<file path="config.mk">
export PLATFORM = sky130hd
export DESIGN_NAME = enc_update_ctrl
export DESIGN_NICKNAME = d
export VERILOG_FILES = /design/src/rtl/enc_update_ctrl.sv
export SDC_FILE = /design/constraint.sdc
export NUM_CORES = 1
export LEC_CHECK = 0
export CELL_PAD_IN_SITES_DETAIL_PLACEMENT = 0
export CELL_PAD_IN_SITES_GLOBAL_PLACEMENT = 2
export CORE_MARGIN = 1
export CORE_UTILIZATION = 39
export CTS_CLUSTER_SIZE = 10
export DETAILED_ROUTE_END_ITERATION = 10
export GPL_TIMING_DRIVEN = 0
export PLACE_DENSITY = 0.8
export SYNTH_ARGS = -nofsm -noshare
export SYNTH_HDL_FRONTEND = slang
export SYNTH_SLANG_ARGS = --single-unit
</file>
<file path="constraint.sdc">
create_clock -name clk -period 3.7 [get_ports clk]
set_input_delay 0.37 -clock clk [delete_from_list [all_inputs] [get_ports clk]]
set_output_delay 0.37 -clock clk [all_outputs]
set_load 0.01 [all_outputs]
</file>
<file path="src/rtl/enc_update_ctrl.sv">
// enc_update_ctrl: rotary-encoder and push-button front end for the OLED board.
// Conditions the raw lines, decodes detents into a wrapping cursor and schedules coalesced redraw requests.
`timescale 1ns/1ps
module enc_update_ctrl #(
   parameter int POS_MAX    = 19,
   parameter int DEB_CYCLES = 1000
) (
   input  logic       clk,
   input  logic       rst_n,
   input  logic       enc_a,
   input  logic       enc_b,
   input  logic       enc_btn,
   output logic [4:0] pos,
   output logic       dir_led,
   output logic       upd_req,
   input  logic       upd_ack,
   output logic [4:0] upd_pos,
   output logic       upd_press
);
   // state  | meaning
   // Q_IDLE | resting at a detent, A=B=1
   // Q_R1   | right turn: B has fallen
   // Q_R2   | right turn: A and B both low
   // Q_R3   | right turn: B back high, waiting for A to complete the step
   // Q_L1   | left turn: A has fallen
   // Q_L2   | left turn: A and B both low
   // Q_L3   | left turn: A back high, waiting for B to complete the step
   // S_IDLE | no request outstanding
   // S_REQ  | upd_req high, waiting for upd_ack
   // S_GAP  | one low cycle between requests

   typedef enum logic [2:0] {
      Q_IDLE = 3'd0,
      Q_R1   = 3'd1,
      Q_R2   = 3'd2,
      Q_R3   = 3'd3,
      Q_L1   = 3'd4,
      Q_L2   = 3'd5,
      Q_L3   = 3'd6
   } q_state_t;

   typedef enum logic [1:0] {
      S_IDLE = 2'd0,
      S_REQ  = 2'd1,
      S_GAP  = 2'd2
   } s_state_t;

   localparam logic [4:0]  POS_TOP  = 5'(POS_MAX);
   localparam logic [16:0] DEB_TERM = 17'(DEB_CYCLES);
   // bit order {btn, b, a}: encoder lines idle high, button idles low
   localparam logic [2:0]  IN_RST   = 3'b011;

   logic [2:0]       raw;
   logic [2:0]       sync1;
   logic [2:0]       sync2;
   logic [2:0]       deb;
   logic [2:0]       deb_hit;
   logic [2:0][15:0] deb_cnt;
   logic             da;
   logic             db;
   logic             press;

   q_state_t q_st;
   q_state_t q_nxt;
   logic     step_up;
   logic     step_dn;
   logic     step;

   s_state_t s_st;
   s_state_t s_nxt;
   logic     load;
   logic     dirty;
   logic     press_pend;

   assign raw = {enc_btn, enc_b, enc_a};

   always_ff @(posedge clk or negedge rst_n) begin
      if (!rst_n) begin
         sync1 <= IN_RST;
         sync2 <= IN_RST;
      end else begin
         sync1 <= raw;
         sync2 <= sync1;
      end
   end

   always_comb begin
      deb_hit = '0;
      for (int i = 0; i < 3; i++) begin
         deb_hit[i] = (sync2[i] != deb[i]) &&
                      (({1'b0, deb_cnt[i]} + 17'd1) == DEB_TERM);
      end
   end

   always_ff @(posedge clk or negedge rst_n) begin
      if (!rst_n) begin
         deb     <= IN_RST;
         deb_cnt <= '0;
      end else begin
         for (int i = 0; i < 3; i++) begin
            if (sync2[i] == deb[i]) begin
               deb_cnt[i] <= '0;
            end else if (deb_hit[i]) begin
               deb[i]     <= sync2[i];
               deb_cnt[i] <= '0;
            end else begin
               deb_cnt[i] <= deb_cnt[i] + 16'd1;
            end
         end
      end
   end

   assign da    = deb[0];
   assign db    = deb[1];
   // button rising edge, taken on the same edge the debounced value flips
   assign press = deb_hit[2] & sync2[2];

   always_ff @(posedge clk or negedge rst_n) begin
      if (!rst_n) q_st <= Q_IDLE;
      else        q_st <= q_nxt;
   end

   always_comb begin
      q_nxt   = q_st;
      step_up = 1'b0;
      step_dn = 1'b0;
      case (q_st)
         Q_IDLE: begin
            if (!db)     q_nxt = Q_R1;
            else if (!da) q_nxt = Q_L1;
         end
         Q_R1: begin
            if (db)       q_nxt = Q_IDLE;
            else if (!da) q_nxt = Q_R2;
         end
         Q_R2: begin
            if (da)       q_nxt = Q_R1;
            else if (db)  q_nxt = Q_R3;
         end
         Q_R3: begin
            if (!db) begin
               q_nxt = Q_R2;
            end else if (da) begin
               q_nxt   = Q_IDLE;
               step_up = 1'b1;
            end
         end
         Q_L1: begin
            if (da)       q_nxt = Q_IDLE;
            else if (!db) q_nxt = Q_L2;
         end
         Q_L2: begin
            if (db)       q_nxt = Q_L1;
            else if (da)  q_nxt = Q_L3;
         end
         Q_L3: begin
            if (!da) begin
               q_nxt = Q_L2;
            end else if (db) begin
               q_nxt   = Q_IDLE;
               step_dn = 1'b1;
            end
         end
         default: q_nxt = Q_IDLE;
      endcase
   end

   assign step    = step_up | step_dn;
   assign dir_led = (q_st == Q_R1) || (q_st == Q_R2) || (q_st == Q_R3);

   always_ff @(posedge clk or negedge rst_n) begin
      if (!rst_n) begin
         pos <= '0;
      end else if (step_up) begin
         pos <= (pos == POS_TOP) ? 5'd0 : pos + 5'd1;
      end else if (step_dn) begin
         pos <= (pos == 5'd0) ? POS_TOP : pos - 5'd1;
      end
   end

   always_ff @(posedge clk or negedge rst_n) begin
      if (!rst_n) s_st <= S_IDLE;
      else        s_st <= s_nxt;
   end

   // S_GAP reloads straight away when work is pending, so back-to-back
   // requests are separated by exactly one low cycle
   always_comb begin
      s_nxt = s_st;
      load  = 1'b0;
      case (s_st)
         S_IDLE: begin
            if (dirty || press_pend) begin
               load  = 1'b1;
               s_nxt = S_REQ;
            end
         end
         S_REQ: begin
            if (upd_ack) s_nxt = S_GAP;
         end
         S_GAP: begin
            if (dirty || press_pend) begin
               load  = 1'b1;
               s_nxt = S_REQ;
            end else begin
               s_nxt = S_IDLE;
            end
         end
         default: s_nxt = S_IDLE;
      endcase
   end

   assign upd_req = (s_st == S_REQ);

   always_ff @(posedge clk or negedge rst_n) begin
      if (!rst_n) begin
         dirty      <= 1'b0;
         press_pend <= 1'b0;
         upd_pos    <= '0;
         upd_press  <= 1'b0;
      end else begin
         if (load) begin
            dirty      <= step;
            press_pend <= press;
            upd_pos    <= pos;
            upd_press  <= press_pend;
         end else begin
            dirty      <= dirty | step;
            press_pend <= press_pend | press;
         end
      end
   end

endmodule

</file>
==> results of run 1 <==
[power by group through the flow]
stage               sequential [uW]  combinational (uW)  clock (uW)
global route                    849                77.6         599
floorplan                       860                32.6           0
finish                          847                66.4         542
detailed placement              863                67.7           0
global placement                863                64.0           0
CTS                             847                68.9         557
[cells in the final DEF, fill, tap and decap left out, drive strengths merged, types with 3 or more instances in the layout]
cell / n
a21oi: 10
nor4: 8
dfstp: 6
ha: 8
and2: 3
nand2: 25
buf: 5
nand4: 17
or3: 4
mux2i: 5
a22oi: 4
mux2: 5
dfrtp: 69
nand3: 25
and4: 4
inv: 13
o21ai: 23
or2: 4
nor2b: 6
xor2: 20
nor4b: 3
clkdlybuf4s50: 17
o21bai: 3
clkbuf: 28
o31ai: 4
and3: 4
xnor2: 27
nor2: 63
a31oi: 4
nor3: 16
[cell usage after synthesis (2+ instances only)]
master and instances:
a21oi_1 10, a22oi_1 4, a31oi_1 4, and2_1 3, and3_1 4, and4_1 4
buf_2 2, clkbuf_1 14, dfrtp_1 69, dfstp_2 6, ha_1 8, inv_1 13
mux2_2 4, mux2i_1 5, nand2_1 25, nand3_1 24, nand4_1 17, nand4b_1 2
nor2_1 62, nor2b_1 6, nor3_1 16, nor4_1 7, nor4b_1 3, o21ai_0 23
o21bai_1 2, o22ai_1 2, o31a_1 2, o31ai_1 4, or2_2 4, or3_1 4
xnor2_1 26, xor2_1 20
[cell families after synthesis]
kind of cell    after synthesis  synth area share [%]
flops                        75                 46.95
mux                          10                 2.650
xor+xnor                     47                 10.44
fa+ha+maj                     8                 2.494
compound gates               61                 9.820
simple gates                191                 24.60
buf+inv                      30                 3.055
[flip-flops by register name, summed over array words and instances (netlist names)]
signal      flops
dirty           1
deb             3
upd_pos         5
deb_cnt        48
pos             5
sync2           3
s_st            2
q_st            3
press_pend      1
sync1           3
upd_press       1
[per-stage QoR]
step | instances | util, % | setup slack, ps | hold slack, ps | cell area, um^2
after detailed placement | 574 | 44.38 | 829.8 | 347.6 | 4378
final | 591 | 46.06 | 816.0 | 360.2 | 4543
after floorplan | 422 | - | 1102 | 74.41 | 4014
after CTS | 591 | 46.06 | 812.2 | 359.1 | 4543
after global routing | 591 | 46.06 | 603.1 | 366.7 | 4543
after global placement | 573 | 44.20 | -497.8 | 346.7 | 4360
[critical path, stage by stage, from the launching register on]
cell      delay [ps]
dfrtp_1          500
ha_1             190
clkbuf_1         320
xor2_1           120
or4b_1           490
a221o_1          290
or4_4            450
nor2_2           110
mux2_1           330
[layer usage]
layer  track usage (%)  wire (um)  vias to the layer above
met5                 0          0                        -
li1                  -          -                     1552
met1             23.26       4264                     1450
met3             3.226        169                       13
met4             5.634        116                        0
met2             25.01       3491                       34
[worst paths after layout]
check                      slack (ps)  cells after the start                    end                  start
max                               820                      8     deb[1]$_DFFE_PN1P_  deb_cnt[16]$_DFF_PN0_
max reg2reg                       820                      8     deb[1]$_DFFE_PN1P_  deb_cnt[16]$_DFF_PN0_
min in group asynchronous         530                      2  deb_cnt[39]$_DFF_PN0_                  rst_n
min                               360                      0     sync2[1]$_DFF_PN1_     sync1[1]$_DFF_PN1_
max in group asynchronous        2520                      3     sync2[0]$_DFF_PN1_                  rst_n
min reg2reg                       360                      0     sync2[1]$_DFF_PN1_     sync1[1]$_DFF_PN1_
[layout make-up]
type / count / area [um^2] / area share, %
flip-flops and latches: 75 / 1884 / 41.48
repair buffers: 20 / 207.7 / 4.572
plain buffers: 17 / 73.82 / 1.625
well taps: 133 / 166.4 / 3.663
inverters: 13 / 48.80 / 1.074
clock inverters: 2 / 12.51 / 0.2754
clock buffers: 14 / 142.6 / 3.140
multi-input cells: 317 / 2007 / 44.18
==> out/results.tsv, run 1 <==
stage	metric	value	unit
global_routing	initial antenna violation count	0	
synthesis	post-synth top area cell	dfrtp_1	
timing	Highest Clock Rate	0.3467	GHz
synthesis	top post-synthesis cells by area	dfrtp_1 (43%), nor2_1 (5.8%), xnor2_1 (5.7%), xor2_1 (4.4%), dfstp_2 (3.9%)	
timing	Rel. slew slack	38.83	%
timing	Final Hold Fails	0	
clock_network	CTS tree	done	
clock_network	CTS H-tree depth	3	
worst_setup_path	critical path class	reg2reg	
die	Die ar.	10700	um^2
clock_network	CTS-repair resized insts	0	
global_routing	GRT Resource Usage Total	16.40	%
worst_setup_path	crit end category	flip-flop	
synthesis	Seq/Total Area, Yosys	46.95	%
drt	Initial DRT Pass Iterations	4	
status	status	complete, no violations	
global_routing	remaining global-route overflow	0	
drt	Iteration-0 DRC Markers	53	
die	Initial Util	40.69	%
synthesis	Synth top area share	43.02	%
power	P_int	1100	uW
synthesis	synthesized flop and latch total	75	
finish	fillers	971	
timing	final worst-path cycle share	77.95	%
drt	drc violations	0	
power	final total power	1455	uW
power	Lkg Pwr	0.001819	uW
synthesis	Mean Syn Cell Area	9.511	um^2
synthesis	Post-synth EDFFs	0	
timing	setup TNS	0	ps
power	Net Sw Frac	24.39	%
finish	diode count	0	
die	IO Count	19	
timing	Final setup viols	0	
clock_network	cts hold-fix bufs	1	
drt	via density per instance	5.159	
clock_network	Setup Buffers After CTS	0	
drt	Avg WL per Cell	13.61	um
die	Die Y	103.5	um
min_path	Hold WC Path Type	reg2reg	
clock_network	Clock Tree Buf Depth	2	
power	Worst VDD drop	0.0001589	V
timing	post-route minimum period	2884	ps
power	Seq pwr share	58.2	%
die	Horiz. Die Dim	103.5	um
synthesis	syn nets	436	
power	Clock power frac	37.2	%
synthesis	Post-Syn Area	4014	um^2
placed_design	DP HPWL	5514	um
clock_network	clk slew on worst S/H paths	80	ps
clock_network	Root Driver	clkbuf_8	
placed_design	IO buf count	18	
global_routing	pin count of the biggest net entering global routing	40	
power	Logic pwr share	4.6	%
placed_design	routability cong.	0.7637	
global_routing	first-pass GRT wire length	13620	um
clock_network	Clock Latency Late Sink	350	ps
synthesis	Post-synth ARST share	100.0	%
clock_network	CTS buffer count	9	
synthesis	Syn Inst Count	422	
drt	Post-Route WL	8042	um
die	CORE AREA	9864	um^2
finish	area grow syn2layout	13.19	%
worst_setup_path	Critical Path RT	3960	ps
timing	RSZ-0062 raised after global routing	false	
clock_network	clock sink count	75	
run	maxcap violations	0	
finish	share of layout cells above drive strength 1	8.079	%
synthesis	top_reg_cell synth	dfrtp_1	
timing	slew of the pin with the lowest slew margin	909.8	ps
finish	nets@finish	467	
worst_setup_path	crit-path max FO	9	
timing	Slew Viols, Final	0	
worst_setup_path	WP data arrival	3150	ps
power	Pwr per Cell Area	320.2	nW/um^2
timing	Final Skew	13.61	ps
synthesis	Synth cell types	55	
die	Cell Rows	36	
drt	vias	3049	
power	Sw Pwr	354.9	uW
synthesis	Yosys Warn Count	0	
global_routing	vias in the first global route	2870	
drt	antenna-violating nets left	0	
worst_setup_path	crit start category	flip-flop	
(Power assumes the default switching activity.)
==> run 2, diff against run 1 <==
==> constraint.sdc (replaced) <==
create_clock -name clk -period 3 [get_ports clk]
set_input_delay 0.3 -clock clk [delete_from_list [all_inputs] [get_ports clk]]
set_output_delay 0.3 -clock clk [all_outputs]
set_load 0.01 [all_outputs]
==> out/results.tsv, run 2 (synthesis results as in run 1) <==
stage	metric	value	unit	change
status	status	complete, no violations		
clock_network	Clock Tree Buf Depth	2		unchanged
placed_design	routability cong.	0.7637		unchanged
timing	Final setup viols	0		unchanged
finish	commonest non-fill, non-tap cells in the layout	dfrtp_1 (69), nor2_1 (62), xnor2_1 (26)		
timing	slew of the pin with the lowest slew margin	777.4	ps	-132.3 ps
finish	max FFs per register	48		unchanged
global_routing	remaining global-route overflow	0		unchanged
clock_network	Clock Latency Late Sink	350	ps	about the same
worst_setup_path	critical path class	reg2reg		
global_routing	pin count of the biggest net entering global routing	40		unchanged
timing	Final Skew	13.33	ps	-0.2769 ps
timing	Final Hold Fails	0		unchanged
worst_setup_path	Register-to-Register Path Depth	7		-1
global_routing	vias in the first global route	2870		unchanged
run	maxcap violations	0		unchanged
drt	Iteration-0 DRC Markers	48		-9.4%
clock_network	CTS H-tree depth	3		unchanged
placed_design	cell count after placement	574		unchanged
timing	Slew Viols, Final	0		unchanged
clock_network	clock sink count	75		unchanged
power	Lkg Pwr	0.001819	uW	about the same
finish	area grow syn2layout	13.22	%	about the same
worst_setup_path	r2r endpoint	deb[1]$_DFFE_PN1P_		
drt	vias	3025		-0.79%
die	Die Y	103.5	um	unchanged
worst_setup_path	launch point of the worst reg-to-reg path	deb_cnt[16]$_DFF_PN0_		
power	Pwr per Cell Area	394.8	nW/um^2	+23%
worst_setup_path	worst reg2reg setup slack	230	ps	-590 ps
timing	Highest Clock Rate	0.3610	GHz	+4.1%
min_path	Hold WC Path Type	reg2reg		
finish	fillers	974		+0.31%
finish	largest registers	deb_cnt x48, pos x5, upd_pos x5		
finish	diode count	0		unchanged
die	CORE AREA	9864	um^2	unchanged
drt	Post-Route WL	8029	um	-0.16%
worst_setup_path	crit path to	deb[1]$_DFFE_PN1P_		
power	Net Sw Frac	24.36	%	-0.034 points
placed_design	IO buf count	18		unchanged
timing	post-route minimum period	2770	ps	-114.3 ps
worst_setup_path	crit start category	flip-flop		
worst_setup_path	WP data arrival	3030	ps	-120 ps
global_routing	first-pass GRT wire length	13620	um	unchanged
finish	Reg with most FFs	deb_cnt		
finish	share of layout cells above drive strength 1	8.315	%	+0.24 points
die	Cell Rows	36		unchanged
worst_setup_path	Critical Path RT	3260	ps	-700 ps
worst_setup_path	crit end category	flip-flop		
placed_design	DP HPWL	5514	um	unchanged
drt	antenna-violating nets left	0		unchanged
timing	Worst Slack Setup Final	230.3	ps	-585.7 ps
finish	sequential cell area	1884	um^2	unchanged
clock_network	clk slew on worst S/H paths	80	ps	about the same
timing	setup TNS	0	ps	unchanged
die	IO Count	19		unchanged
drt	drc violations	0		unchanged
drt	Avg WL per Cell	13.61	um	about the same
clock_network	CTS tree	done		
power	Logic pwr share	4.6	%	about the same
finish	commonest non-fill, non-tap cell in the layout	dfrtp_1		
drt	Initial DRT Pass Iterations	4		unchanged
worst_setup_path	CP startpoint	deb_cnt[16]$_DFF_PN0_		
clock_network	Root Driver	clkbuf_8		
timing	RSZ-0062 raised after global routing	false		
die	Initial Util	40.69	%	unchanged
global_routing	GRT Resource Usage Total	16.40	%	unchanged
power	Seq pwr share	58.2	%	about the same
die	Die ar.	10700	um^2	unchanged
worst_setup_path	crit-path max FO	9		unchanged
clock_network	CTS buffer count	9		unchanged
power	P_int	1357	uW	+23%
power	Worst VDD drop	0.0001959	V	+23%
power	Sw Pwr	436.9	uW	+23%
placed_design	pre-CTS WS	129.8	ps	-700.0 ps
die	Horiz. Die Dim	103.5	um	unchanged
finish	footprint of the multi-input gates	2012	um^2	+0.25%
power	Clock power frac	37.2	%	about the same
global_routing	initial antenna violation count	0		unchanged
timing	Rel. slew slack	47.69	%	+8.9 points
finish	nets@finish	466		-0.21%
timing	final worst-path cycle share	92.32	%	+14 points
drt	via density per instance	5.127		-0.62%
min_path	min-delay src	sync1[1]$_DFF_PN1_		
finish	number of non-filler instances in the completed layout	590		-0.17%
==> run 2: repair_timing <==
item	in CTS	in global routing
hold endpoints to repair	33	0
setup endpoints to repair	0	8
gates resized for setup	0	1
hold buffers	1	0
buffers inserted	0	0
==> run 2: area by class of cell <==
cell class,count,area share (%)
Buffer,16,1.542
Clock buffer,14,3.139
Clock inverter,2,0.2753
Inverter,13,1.074
Multi-Input combinational cell,317,44.27
Sequential cell,75,41.46
Tap cell,133,3.662
Timing Repair Buffer,20,4.570
==> run 2: critical path, stage by stage, from the launching register on <==
cell and delay (ps):
dfrtp_1 480, ha_1 360, xor2_1 180, or4b_1 480
a221o_1 290, or4_4 450, nor2_2 110, mux2_1 330
==> run 2: how the worst min path moves through the flow <==
stage,endpoint,slack [ps],cells past startpoint
2_1_floorplan,deb[2]$_DFFE_PN0P_,4,0
3_3_place_gp,sync2[1]$_DFF_PN1_,350,0
3_5_place_dp,deb_cnt[39]$_DFF_PN0_,300,1
4_1_cts,sync1[1]$_DFF_PN1_,350,1
5_1_grt,sync1[1]$_DFF_PN1_,350,1
6_report,sync2[1]$_DFF_PN1_,360,0
==> run 2: metrics by stage <==
step           power (uW)  area, um^2  util, %  hold WS (ps)
2_1_floorplan        1100        4014        -         4.409
3_3_place_gp         1143        4360    44.20         346.7
3_5_place_dp         1148        4378    44.38         301.4
4_1_cts              1816        4543    46.06         353.6
5_1_grt              1881        4544    46.07         354.1
6_report             1794        4544    46.07         360.2
==> run 2: per-layer routing <==
metal | part of all wire [%] | GRT usage [%] | vias to the layer above
met5 | 0 | 0 | -
met4 | 1.3 | 5.634 | 0
met3 | 1.9 | 3.226 | 9
met2 | 43 | 25.01 | 25
met1 | 53 | 23.26 | 1444
li1 | - | - | 1547
==> run 2: power groups by stage <==
stage	clock network, uW	logic, uW	registers [uW]
global route	738	95.9	1050
floorplan	0	40.2	1060
detailed placement	0	83.5	1060
CTS	687	85.0	1040
global placement	0	78.9	1060
finish	667	82.1	1040
